File: config.mk
export PLATFORM = sky130hd
export DESIGN_NAME = imm_pack
export DESIGN_NICKNAME = d
export VERILOG_FILES = /design/src/rtl/imm_pack.sv
export SDC_FILE = /design/constraint.sdc
export NUM_CORES = 1
export LEC_CHECK = 0
export CAP_MARGIN = 20
export CORE_MARGIN = 1.5
export CORE_UTILIZATION = 40
export DETAILED_ROUTE_END_ITERATION = 6
export PLACE_DENSITY = 0.7
export SYNTH_ARGS = -nofsm -noshare
export SYNTH_HDL_FRONTEND = slang
export SYNTH_SLANG_ARGS = --single-unit
File: constraint.sdc
create_clock -name clk -period 2 [get_ports clk]
set_input_delay 0.6 -clock clk [delete_from_list [all_inputs] [get_ports clk]]
set_output_delay 0.6 -clock clk [all_outputs]
set_load 0.02 [all_outputs]
File: src/rtl/imm_pack.sv
// Immediate encoder/packer for the RISC-V instruction loader path, with a 2-entry output queue.
// Optional range/alignment checking and RUN/HALT error handling are enabled by IMM_PACK_CHECK_EN.
module imm_pack #(
  parameter bit HALT_ON_ERR = 1'b1
) (
  input  logic        clk,
  input  logic        reset_n,
  input  logic        in_valid,
  output logic        in_ready,
  input  logic [1:0]  immsrc,
  input  logic [31:0] imm,
  input  logic [31:0] base,
  output logic        out_valid,
  input  logic        out_ready,
  output logic [31:0] out_instr,
  output logic        out_err,
  output logic        halted,
  input  logic        clr,
  output logic [7:0]  err_cnt
);

  localparam int unsigned IW = 32;
  localparam int unsigned CW = 8;

  typedef enum logic {S_RUN, S_HALT} state_t;

  state_t          state_q, state_d;
  logic [IW-1:0]   pack_c;
  logic            err_c;
  logic            tail_v;
  logic [IW-1:0]   tail_instr;
  logic            tail_err;
  logic            push, pop, err_acc;

  // Scatter the immediate into the type's field positions; other bits pass through from base
  always_comb begin
    pack_c = base;
    case (immsrc)
      2'b00: pack_c = {imm[11:0], base[19:0]};
      2'b01: pack_c = {imm[11:5], base[24:12], imm[4:0], base[6:0]};
      2'b10: pack_c = {imm[12], imm[10:5], base[24:12], imm[4:1], imm[11], base[6:0]};
      2'b11: pack_c = {imm[20], imm[10:1], imm[11], imm[19:12], base[11:0]};
      default: pack_c = base;
    endcase
  end

`ifdef IMM_PACK_CHECK_EN
  logic range_c, align_c;

  // Bits above the field's sign bit must all equal it
  always_comb begin
    range_c = 1'b0;
    case (immsrc)
      2'b00, 2'b01: range_c = !((&imm[31:11]) || (~|imm[31:11]));
      2'b10:        range_c = !((&imm[31:12]) || (~|imm[31:12]));
      2'b11:        range_c = !((&imm[31:20]) || (~|imm[31:20]));
      default:      range_c = 1'b0;
    endcase
  end

  assign align_c = immsrc[1] & imm[0];
  assign err_c   = range_c | align_c;
`else
  logic unused_imm;

  assign unused_imm = ^imm[31:21];
  assign err_c      = 1'b0;
`endif

  assign in_ready = !(out_valid && tail_v) && (state_q == S_RUN);
  assign halted   = (state_q == S_HALT);
  assign push     = in_valid && in_ready;
  assign pop      = out_valid && out_ready;
  assign err_acc  = push && err_c;

  always_ff @(posedge clk or negedge reset_n) begin
    if (!reset_n) state_q <= S_RUN;
    else          state_q <= state_d;
  end

  always_comb begin
    state_d = state_q;
    case (state_q)
      S_RUN:  if (err_acc && HALT_ON_ERR) state_d = S_HALT;
      S_HALT: if (clr) state_d = S_RUN;
      default: state_d = S_RUN;
    endcase
  end

  // clr wins over the old count, but a same-cycle erroring accept still counts
  always_ff @(posedge clk or negedge reset_n) begin
    if (!reset_n) begin
      err_cnt <= '0;
    end else if (clr) begin
      err_cnt <= err_acc ? CW'(1) : CW'(0);
    end else if (err_acc && (err_cnt != {CW{1'b1}})) begin
      err_cnt <= err_cnt + CW'(1);
    end
  end

  // Head register drives the outputs directly; tail holds the second entry
  always_ff @(posedge clk or negedge reset_n) begin
    if (!reset_n) begin
      out_valid  <= 1'b0;
      out_instr  <= '0;
      out_err    <= 1'b0;
      tail_v     <= 1'b0;
      tail_instr <= '0;
      tail_err   <= 1'b0;
    end else if (pop) begin
      if (tail_v) begin
        out_instr <= tail_instr;
        out_err   <= tail_err;
        tail_v    <= 1'b0;
      end else begin
        out_valid <= push;
        if (push) begin
          out_instr <= pack_c;
          out_err   <= err_c;
        end
      end
    end else if (push) begin
      if (!out_valid) begin
        out_valid <= 1'b1;
        out_instr <= pack_c;
        out_err   <= err_c;
      end else begin
        tail_v     <= 1'b1;
        tail_instr <= pack_c;
        tail_err   <= err_c;
      end
    end
  end

endmodule

Word-level counts from Yosys, hierarchy flattened
Cells that the tools add are included.

Word-level logic and storage cells: 45. Output and inout bits: 44. Flip-flop bits (word level): 68.

Reduce and logical (&&, ||, !) cells: 13. Mux-type cells: 19. Bitwise gates (word level): 2. Equality and inequality tests: 5.

Operators by type and width (number): 32-bit two-way mux (5); 32-bit one-hot mux with 4 select lines (1); 1-bit two-way mux (12); 3-bit AND reduction (2); 2-bit nonzero test (3); 2-bit == test (second input constant) (2); 1-bit logical AND (4); 2-bit AND reduction (2); 2-bit by 1-bit == test with 1-bit output (second input constant) (1); 2-bit logical NOT (1); 2-bit by 1-bit != test with 1-bit output (second input constant) (1); 2-bit != test (second input constant) (1); 1-bit NOT (2); 1-bit one-hot mux with 2 select lines (1); 1-bit logical NOT (1).

Longest topological paths before layout
Depth in word-level cells: 7. Gate-level depth with buffers: 6. Gate-level depth less buffers: 3.

Worst setup path before layout
No wires, ideal clock.

Path kind: in2reg. Start: input out_ready. End: register tail_instr[26]. Stages: 5. Required time: 1875 ps. Arrival time: 1601 ps. Path slack: 274 ps. Path through: and2b_4 and3_1 buf_2 buf_6 mux2_2.

Longest elaborated chain between the ends: 3.

Ends and longest elaborated chain: from (decl) (RTL line 14) `input logic out_ready,`; 1-bit logical AND (RTL line 73) `assign pop = out_valid && out_ready;`; 1-bit NOT (no line); 3-bit AND reduction (no line); to (signal assigned) (RTL line 129) `tail_instr <= pack_c;`; to (decl) (RTL line 31) `logic [IW-1:0] tail_instr;`.

Every way passes these cells. A chain may end at the register's enable or synchronous reset.

Final worst setup path
Start: input out_ready. End: register out_instr[6].

Longest elaborated chain between the ends: 3.

Ends and longest elaborated chain: 1-bit logical AND * (RTL line 73); 2-bit by 1-bit != test with 1-bit output (no line) or 2-bit nonzero test (tied branches); 3-bit AND reduction (no line); to (signal assigned) (RTL line 112) `out_instr <= tail_instr;`; to (signal assigned) (RTL line 118) `out_instr <= pack_c;`; to (signal assigned) (RTL line 125) `out_instr <= pack_c;`; to (decl) (RTL line 15) `output logic [31:0] out_instr,`.

Mark *: on every way between the ends. The rest lies on a longest branch, timed or not.

==> results.yml <==
cts:
  cts-buffers-inserted: 9
  cts.sinks: 67
  post_cts.resized_instances: 1
  ctsHoldBuffers: 0
  tritoncts: "done"
  htree_levels: 3
  postCtsSetupBuffers: 0
  clock_transition_at_path_regs_ps: 70
  maximum_clock_insertion_buffer_count: 2
  worst_skew_pair.late_latency_ps: 340
  cts_root_buffer: "sky130_fd_sc_hd__clkbuf_8"
die:
  design.die.area_um2: 9160
  die_h_um: 95.7
  fp.coreArea_um2: 8260
  die-width_um: 95.7
  boundaryPins: 115
  initial_utilization_pct: 41.6
  floorplan.rows: 33
layout:
  nNetsFinal: 458
  layout_common_cells: "83 x sky130_fd_sc_hd__clkdlybuf4s50_1, 67 x sky130_fd_sc_hd__dfrtp_1, 29 x sky130_fd_sc_hd__mux2_2"
  antenna_cells_inserted: 0
  most_common_cell_after_layout_fill_and_taps_aside: "sky130_fd_sc_hd__clkdlybuf4s50_1"
  final-instance-count-excl-fill: 496
  fraction_of_final_layout_cells_with_drive_strength_greater_than_1_pct: 25.3
  finalInstanceArea_um2: 4770
  layout-area-overhead-vs-synth_pct: 38.7
route:
  dr_vias_cell: 4.93
  dr_total_vias: 2444
  ant_nets: 0
  drt-pass1-iter-count: 4
  routed_wire_length_per_instance_um: 14.8
  route.detailed.drc: 0
  drt_wl_total_um: 7360
  first_iter_violations: 64
placement:
  placement.cell_area_um2: 4580
  detailedPlacementHpwl_um: 5340
  detailedPlace.worstSlack_ps: -291
  placed_cells: 481
  place_congestion: 0.750
  port_buffers: 87
setup_path:
  ff2ff_path_depth: 5
  reg2reg_start: "out_valid$_DFFE_PN0P_"
  reg2reg_setup_slack_ps: 240
  critPathMaxFanout: 8
  timing.critical_path.arrival_ps: 2170
  cp-start-kind: "input pin"
  regToRegEndpoint: "out_instr[24]$_DFFE_PN0P_"
  setup.worst_path.end_class: "flop"
  timing.critical_path.required_ps: 2220
  worstSetupPathType: "in2reg"
run_status:
  outcome: "finished, final reports clean"
power:
  powerDensity_nw_per_um2: 961
  power.total_uw: 4580
  p_leak_uw: 0.00217
  worst_ir_drop_vdd_v: 0.000498
timing:
  layout_worst_path_cycle_share_pct: 97.4
  hold_violations: 0
  postLayoutSetupSlackWorst_ps: 52.5
  maxClockFrequency_mhz: 513
  setup-violations-final: 0
  slew_violations: 0
  grt_setup_unrepaired: "no"
  worst_hold_margin_ps: 259
  min_tclk_post_route_ps: 1950
  finalClockSkew_ps: 6.09
yosys:
  synth-async-reset-ratio_pct: 100
  syn-mean-instance-area_um2: 12.3
  netlist_area_um2: 3440
  number_of_enable_flip_flop_cells_after_synthesis: 0
  synth_flop_cell: "sky130_fd_sc_hd__dfrtp_1"
  postSynthCellCount: 279
  synth-seq-area-share_pct: 48.8
  yosys.cell_types.count: 29
  yosys_register_bits: 67
  synth-warning-count: 0
global_route:
  top_usage_layer: "met2"
  grt_first_pass_wirelength_um: 11800
  gr-usage-met1_pct: 22.1
  grt_pass1_vias: 2472
  grt.met3_usage_pct: 4.19
  number_of_antenna_violations_at_the_first_check_in_global_routing: 0
  global_route.overflow_total: 0
  grt_start_max_net_pins: 68
  globalRouteTotalUtil_pct: 17.2
  use_met2_pct: 27.6
hold_path:
  worstHoldPathType: "in2async"
run:
  cap_viol_max_count: 0
## state kept, by name (all words and copies together) (netlist names)
| signal | count |
|---|---|
| halted | 1 |
| out_instr | 32 |
| out_valid | 1 |
| tail_instr | 32 |
| tail_v | 1 |
## power by group
group          leakage [uW]  switching [uW]  internal, uW
registers          0.000788             208          1750
clock network     0.0000953             480           541
logic               0.00129             710           892
total               0.00217            1400          3180
## layer usage
layer	wire, um	share of wire, %	up-vias
met2	3460	47	70
li1	-	-	1189
met5	0	0	-
met1	3360	46	1176
met3	438	6.0	9
met4	91	1.2	0
## critical path, stage by stage
cell and delay (ps):
sky130_fd_sc_hd__clkdlybuf4s50_1 510, sky130_fd_sc_hd__and3_1 300, sky130_fd_sc_hd__buf_12 170, sky130_fd_sc_hd__mux2_2 330, sky130_fd_sc_hd__mux2_2 260
## kinds of logic after synthesis
kind of cell | after synthesis | synth area share [%]
mux | 80 | 26.9
compound gates | 38 | 8.70
simple gates | 43 | 7.03
buf+inv | 49 | 7.68
other cells | 1 | 0.109
xor+xnor | 1 | 0.801
flops | 67 | 48.8
## cells in the mapped netlist (4+ instances only)
cell | number | share of area [%]
sky130_fd_sc_hd__a31oi_1 | 10 | 1.8
sky130_fd_sc_hd__inv_1 | 22 | 2.4
sky130_fd_sc_hd__and4b_1 | 8 | 2.3
sky130_fd_sc_hd__mux2_4 | 14 | 6.1
sky130_fd_sc_hd__mux2_2 | 29 | 9.5
sky130_fd_sc_hd__buf_2 | 4 | 0.58
sky130_fd_sc_hd__buf_4 | 12 | 2.6
sky130_fd_sc_hd__o221ai_1 | 10 | 2.5
sky130_fd_sc_hd__clkbuf_1 | 7 | 0.76
sky130_fd_sc_hd__a21oi_1 | 4 | 0.58
sky130_fd_sc_hd__nand2_1 | 19 | 2.1
sky130_fd_sc_hd__mux2_1 | 14 | 4.6
sky130_fd_sc_hd__mux2i_1 | 23 | 6.7
sky130_fd_sc_hd__buf_6 | 4 | 1.3
sky130_fd_sc_hd__nand3_1 | 9 | 1.3
sky130_fd_sc_hd__a21bo_2 | 8 | 2.3
sky130_fd_sc_hd__dfrtp_1 | 67 | 49
## cell type report
type | instances | area [um^2]
Multi-Input combinational cell | 171 | 1540
Inverter | 22 | 82.6
Timing Repair Buffer | 116 | 1160
Tap cell | 105 | 131
Sequential cell | 67 | 1680
Clock inverter | 2 | 10.0
Fill cell | 722 | 3490
Clock buffer | 13 | 169
## worst max-delay path by stage
stage,startpoint,to,slack (ps),cells past startpoint
after global placement,out_ready,out_instr[3]$_DFFE_PN0P_,-270,5
after global routing,out_ready,out_instr[21]$_DFFE_PN0P_,3,5
final,out_ready,out_instr[6]$_DFFE_PN0P_,50,5
after floorplan,out_ready,tail_instr[26]$_DFFE_PN0P_,270,5
after detailed placement,out_ready,out_instr[24]$_DFFE_PN0P_,-290,5
after CTS,halted$_DFF_PN0_,halted,9,1
## per-stage QoR
| step | TNS, ps | util (%) |
|---|---|---|
| floorplan | 0 | - |
| global route | 0 | 57.7 |
| finish | 0 | 57.7 |
| global placement | -13030 | 55.5 |
| detailed placement | -13680 | 55.5 |
| CTS | 0 | 57.7 |
(Power assumes the default switching activity.)
